`src/rtl/ps2_pkg.sv`:
```
// Shared constants, types and the frame-check helper for the PS/2 receive path.
package ps2_pkg;

  // Start + 8 data + parity + stop.
  localparam int FRAME_BITS = 11;

  // Prefix bytes; they are buffered like any other scancode.
  localparam logic [7:0] PS2_BREAK = 8'hF0;
  localparam logic [7:0] PS2_EXT   = 8'hE0;

  localparam int CNT_W = $clog2(FRAME_BITS);
  typedef logic [CNT_W-1:0] bit_cnt_t;

  // Counter value at which the stop bit is sampled.
  localparam bit_cnt_t LAST_BIT = bit_cnt_t'(FRAME_BITS - 1);

  // Validates a frame: bits[0]=start, bits[8:1]=data, bits[9]=parity;
  // the stop bit arrives live on the final falling edge.
  function automatic logic frame_ok(input logic [9:0] bits, input logic stop);
    return (bits[0] == 1'b0) && (stop == 1'b1) && (^bits[9:1] == 1'b1);
  endfunction

endpackage

```
`src/rtl/ps2_fifo.sv`:
```
// Synchronous scancode FIFO with a registered head byte.
module ps2_fifo #(
  parameter int DEPTH = 8
) (
  input  logic       clk,
  input  logic       resetn,
  input  logic       push,
  input  logic       pop,
  input  logic [7:0] din,
  output logic [7:0] head,
  output logic       full,
  output logic       empty
);

  localparam int AW = $clog2(DEPTH);

  logic [7:0]  mem [DEPTH];
  logic [AW:0] wptr, rptr;
  logic [AW:0] wptr_nxt, rptr_nxt;
  logic        do_push, do_pop;
  logic [7:0]  head_q, head_nxt;

  // Status flags and guarded handshakes; a pop frees a slot for a push in the same cycle.
  always_comb begin
    empty    = (wptr == rptr);
    full     = (wptr[AW] != rptr[AW]) && (wptr[AW-1:0] == rptr[AW-1:0]);
    do_pop   = pop && !empty;
    do_push  = push && (!full || do_pop);
    wptr_nxt = wptr + (AW+1)'(do_push);
    rptr_nxt = rptr + (AW+1)'(do_pop);
  end

  // Next head byte: the incoming byte when it becomes the head, otherwise the stored entry.
  always_comb begin
    // NOTE: default assignment first so no path leaves head_nxt unassigned (no latch).
    head_nxt = head_q;
    if (wptr_nxt != rptr_nxt) begin
      if (wptr == rptr_nxt) head_nxt = din;
      else                  head_nxt = mem[rptr_nxt[AW-1:0]];
    end
  end

  // Storage array write port.
  always_ff @(posedge clk) begin
    // NOTE: the storage array has no reset; pointers alone define which entries are valid.
    if (do_push) mem[wptr[AW-1:0]] <= din;
  end

  // Pointer and head register update.
  always_ff @(posedge clk or negedge resetn) begin
    if (!resetn) begin
      // NOTE: non-blocking assignments for all sequential state so every flop sees pre-edge values.
      wptr   <= '0;
      rptr   <= '0;
      head_q <= 8'h00;
    end else begin
      wptr   <= wptr_nxt;
      rptr   <= rptr_nxt;
      head_q <= head_nxt;
    end
  end

  assign head = head_q;

endmodule

```
`src/rtl/ps2_scan_rx.sv`:
```
// PS/2 keyboard receiver: pad synchroniser, 11-bit frame deserialiser with
// timeout resync, frame check, scancode FIFO and last-popped scancode register.
module ps2_scan_rx
  import ps2_pkg::*;
#(
  parameter int FIFO_DEPTH  = 8,
  parameter int TIMEOUT_CYC = 50000
) (
  input  logic       clk,
  input  logic       resetn,
  input  logic       ps2_clk,
  input  logic       ps2_data,
  input  logic       nextdata_n,
  output logic [7:0] data,
  output logic       ready,
  output logic [7:0] scancode,
  output logic       overflow,
  output logic       frame_err
);

  localparam int TCNT_W = $clog2(TIMEOUT_CYC);
  localparam logic [TCNT_W-1:0] TCNT_MAX = TCNT_W'(TIMEOUT_CYC - 1);

  logic [2:0]        clk_sync;
  logic [1:0]        data_sync;
  logic              fall;
  logic              data_s;
  bit_cnt_t          cnt;
  logic [9:0]        shift_buf;
  logic [TCNT_W-1:0] tcnt;
  logic              frame_done;
  logic              frame_good;
  logic              timeout;
  logic              pop_now;
  logic              room;
  logic              push;
  logic              fifo_full;
  logic              fifo_empty;

  // Pad synchronisers; idle level of the bus is high.
  always_ff @(posedge clk or negedge resetn) begin
    if (!resetn) begin
      clk_sync  <= 3'b111;
      data_sync <= 2'b11;
    end else begin
      clk_sync  <= {clk_sync[1:0], ps2_clk};
      data_sync <= {data_sync[0], ps2_data};
    end
  end

  assign fall   = clk_sync[2] && !clk_sync[1];
  assign data_s = data_sync[1];

  // Frame-level decode and FIFO handshake.
  always_comb begin
    frame_done = fall && (cnt == LAST_BIT);
    frame_good = frame_ok(shift_buf, data_s);
    timeout    = (cnt != '0) && (tcnt == TCNT_MAX);
    pop_now    = !nextdata_n && ready;
    room       = !fifo_full || pop_now;
    push       = frame_done && frame_good && room;
  end

  // Bit counter and shift buffer; a stalled partial frame is abandoned on timeout.
  always_ff @(posedge clk or negedge resetn) begin
    if (!resetn) begin
      cnt       <= '0;
      shift_buf <= '0;
    end else if (fall) begin
      if (cnt == LAST_BIT) begin
        cnt <= '0;
      end else begin
        shift_buf[cnt] <= data_s;
        cnt            <= cnt + 1'b1;
      end
    end else if (timeout) begin
      cnt <= '0;
    end
  end

  // Inactivity counter: runs only mid-frame, restarts on every falling edge.
  always_ff @(posedge clk or negedge resetn) begin
    if (!resetn)                            tcnt <= '0;
    else if (cnt == '0 || fall || timeout)  tcnt <= '0;
    else                                    tcnt <= tcnt + 1'b1;
  end

  // Status outputs: sticky overflow cleared by a pop, one-cycle frame error pulse.
  always_ff @(posedge clk or negedge resetn) begin
    if (!resetn) begin
      overflow  <= 1'b0;
      frame_err <= 1'b0;
    end else begin
      frame_err <= frame_done && !frame_good;
      if (pop_now)                                overflow <= 1'b0;
      else if (frame_done && frame_good && !room) overflow <= 1'b1;
    end
  end

  // Last popped byte, held for the ASCII stage.
  always_ff @(posedge clk or negedge resetn) begin
    if (!resetn)      scancode <= 8'h00;
    else if (pop_now) scancode <= data;
  end

  ps2_fifo #(
    .DEPTH (FIFO_DEPTH)
  ) u_fifo (
    .clk    (clk),
    .resetn (resetn),
    .push   (push),
    .pop    (pop_now),
    .din    (shift_buf[8:1]),
    .head   (data),
    .full   (fifo_full),
    .empty  (fifo_empty)
  );

  assign ready = !fifo_empty;

endmodule

```
`config.mk`:
```
export PLATFORM = sky130hd
export DESIGN_NAME = ps2_scan_rx
export DESIGN_NICKNAME = d
export VERILOG_FILES = /design/src/rtl/ps2_pkg.sv /design/src/rtl/ps2_fifo.sv /design/src/rtl/ps2_scan_rx.sv
export SDC_FILE = /design/constraint.sdc
export NUM_CORES = 1
export LEC_CHECK = 0
export CAP_MARGIN = 25
export CORE_ASPECT_RATIO = 0.9
export CORE_MARGIN = 4
export CORE_UTILIZATION = 54
export DETAILED_ROUTE_END_ITERATION = 8
export PLACE_DENSITY = 0.86
export SETUP_SLACK_MARGIN = 0.2
export SYNTH_ARGS = -nofsm -noshare
export SYNTH_HDL_FRONTEND = slang
export SYNTH_SLANG_ARGS = --single-unit
```
`constraint.sdc`:
```
create_clock -name clk -period 3.8 [get_ports clk]
set_clock_uncertainty 0.05 [all_clocks]
set_input_delay 0.38 -clock clk [delete_from_list [all_inputs] [get_ports clk]]
set_output_delay 0.38 -clock clk [all_outputs]
set_load 0.05 [all_outputs]
```
==> results.yml <==
run_status:
  status: "finished, final reports clean"
worst_setup_path:
  r2r_slack_ns: 0.32
  cp.arrival_ns: 3.72
  reg2reg_from: "cnt[2]"
  cp_max_fo: 8
  reg2reg_depth: 10
  r2r-end: "u_fifo.head[0]"
  required_ns: 4.03
  startpoint_type: "flip-flop"
  worst-setup-path-type: "reg -> reg"
  cp-end-kind: "flip-flop"
clock_tree:
  insertion_delay_ns: 0.40
  cts-root-buf: "clkbuf_16"
  htreeDepth: 4
  clock-sinks: 125
  clock_path_buffers: 2
  cts_tree: "built"
  cts_buffers: 17
  clk_pin_slew_ns: 0.05
logic_synthesis:
  synthesis.area_um2: 5500
  synth_cells: 352
  syn_avg_cell_area_um2: 15.6
  synthFlopType: "edfxtp_1"
  yosysTopAreaCell: "edfxtp_1"
  synth_area_leaders: "edfxtp_1 35%, dfrtp_1 25%, mux2_2 7.0%"
  ys_seq_elements: 125
  yosysUniqueCellTypes: 47
  syn_nets: 362
  async_flop_share_pct: 48.8
  ys_warn_count: 0
  yosysSeqAreaShare_pct: 62.8
  synth.top_cell.area_share_pct: 34.9
  synth_edf_count: 64
global_route:
  gr-total-overflow: 0
  antenna_found_initial: 0
  grt_first_pass_wirelength_mm: 16.8
  grt_pass1_vias: 3174
  grt_max_degree: 44
  track_usage_pct: 18.8
power:
  powerDensity_nw_per_um2: 892
  ir_drop_mv: 0.596
  total_power_uw: 5890
  p_leak_uw: 0.00259
sta:
  fin_ws_ns: 0.317
  tns_ns: 0
  max_slew_margin_pct: 57.3
  holdWs_ns: 0.273
  maxSlewViolCount: 0
  rsz0062_at_grt: "false"
  finalCritPeriodShare_pct: 91.6
  period_minus_slack_ns: 3.48
  final_hold_viol_count: 0
  max_freq_mhz: 287
  tightest_slew_ns: 0.634
  setup_violations: 0
finish:
  final_common_cell: "edfxtp_1"
  nets: 405
  final_area_um2: 6610
  area.growth.synth_to_final_pct: 20.1
  diodes: 0
  final_cell_mix: "64 x edfxtp_1, 54 x dfrtp_1, 34 x mux2_2"
  drive_gt1_share_pct: 29.7
floorplan:
  rows: 34
  io_pins: 24
  die_h_um: 104
  die_width_um: 114
  die_area_um2: 11900
  initial_core_util_pct: 56.2
  coreArea_um2: 9780
place:
  place_congestion: 0.809
  io_buffers: 23
  place_ws_ns: -0.0146
  hpwlAfterDp_mm: 6.78
  placed_area_um2: 5890
detailed_routing:
  wl_met3_um: 447
  drc_errors: 0
  dr.pass1.iters: 4
  wirelength_mm: 10.5
  drt_iter0_drc: 157
  wire_per_inst_um: 19.7
  met2WireLength_mm: 5.43
  vias: 3034
  dr.max_layer_used: "met4"
  m1WireLength_mm: 4.58
  via_per_inst: 5.68
  ant_nets: 0
min_path:
  min_path_type: "in -> async"
flow_run:
  max-cap-violations: 0
## metal layers
layer  GRT usage [%]  vias to the layer above
li1                -                     1390
met1            25.3                     1567
met2            29.9                       71
met3            5.31                        6
met4            5.43                        0
met5               0                        -
## cells in the mapped netlist, types with 3 or more instances
library cell and number:
and3_1 3, and4b_1 3, buf_6 4, clkbuf_1 6
dfrtp_1 56, dfstp_2 5, edfxtp_1 64, ha_1 5
inv_1 5, mux2_2 34, mux2_4 8, mux4_1 3
mux4_2 13, nand2_1 17, nand2b_1 3, nand3_1 12
nand4_1 3, nor2_1 24, nor2b_1 5, nor3_1 5
nor4_1 6, o21ai_0 5, xnor2_1 14, xor2_1 17
## report_power, final
group          switching (uW)  total [uW]  leakage, uW  internal (uW)
combinational            1160        2330     0.000935           1170
sequential                250        1960      0.00135           1710
clock                     550        1610     0.000301           1060
## registers in the layout (all words and copies together) (netlist names)
signal	count
u_fifo.head	8
clk_sync	3
frame_err	1
u_fifo.wptr	4
cnt	4
u_fifo.mem	64
u_fifo.rptr	4
overflow	1
scancode	8
data_sync	2
tcnt	16
shift_buf	10
## timing repair
item | in CTS | in global routing
gates resized for setup | 7 | 8
pin swaps | 0 | 3
hold buffers | 0 | 1
endpoints found under the hold margin | 0 | 37
endpoints found under the setup margin | 8 | 8
setup buffers | 0 | 1
## worst max-delay path: stages (launching register included)
cell	delay, ns
dfrtp_1	0.46
or4bb_4	0.60
nor4_4	0.28
mux2i_2	0.15
nor2b_2	0.16
ha_1	0.20
nand3_1	0.10
xnor2_1	0.22
xor2_1	0.14
or4_4	0.67
mux2_4	0.34
## worst max path at each step
stage | start | end | depth (start not counted) | slack, ns
final | cnt[2] | u_fifo.head[0] | 10 | 0.32
after global routing | cnt[2] | u_fifo.head[0] | 10 | 0.21
after global placement | shift_buf[1] | u_fifo.head[2] | 10 | 0.13
after CTS | shift_buf[6] | u_fifo.head[2] | 10 | 0.21
after detailed placement | shift_buf[1] | u_fifo.head[6] | 10 | -0.01
after floorplan | u_fifo.wptr[0] | u_fifo.head[0] | 12 | 0.21
## cell families after synthesis
| family | synth area share [%] |
|---|---|
| fa+ha+maj | 1.14 |
| buf+inv | 2.09 |
| mux | 16.1 |
| xor+xnor | 6.85 |
| compound gates | 1.46 |
| simple gates | 9.60 |
| flops | 62.8 |
## per-stage QoR
| step | util [%] | std cells |
|---|---|---|
| after floorplan | - | 352 |
| after global placement | 60.2 | 499 |
| after detailed placement | 60.2 | 499 |
| after global routing | 67.5 | 534 |
| after CTS | 66.6 | 531 |
| final | 67.5 | 534 |
## layout make-up
class	instances	area, um^2
flip-flops and latches	125	3460
fillers	662	3180
multi-input cells	207	2000
clock buffers	23	500
repair buffers	39	360
well taps	126	158
clock inverters	9	106
inverters	5	18.8
Note: power is estimated with default switching activity, not from simulation.
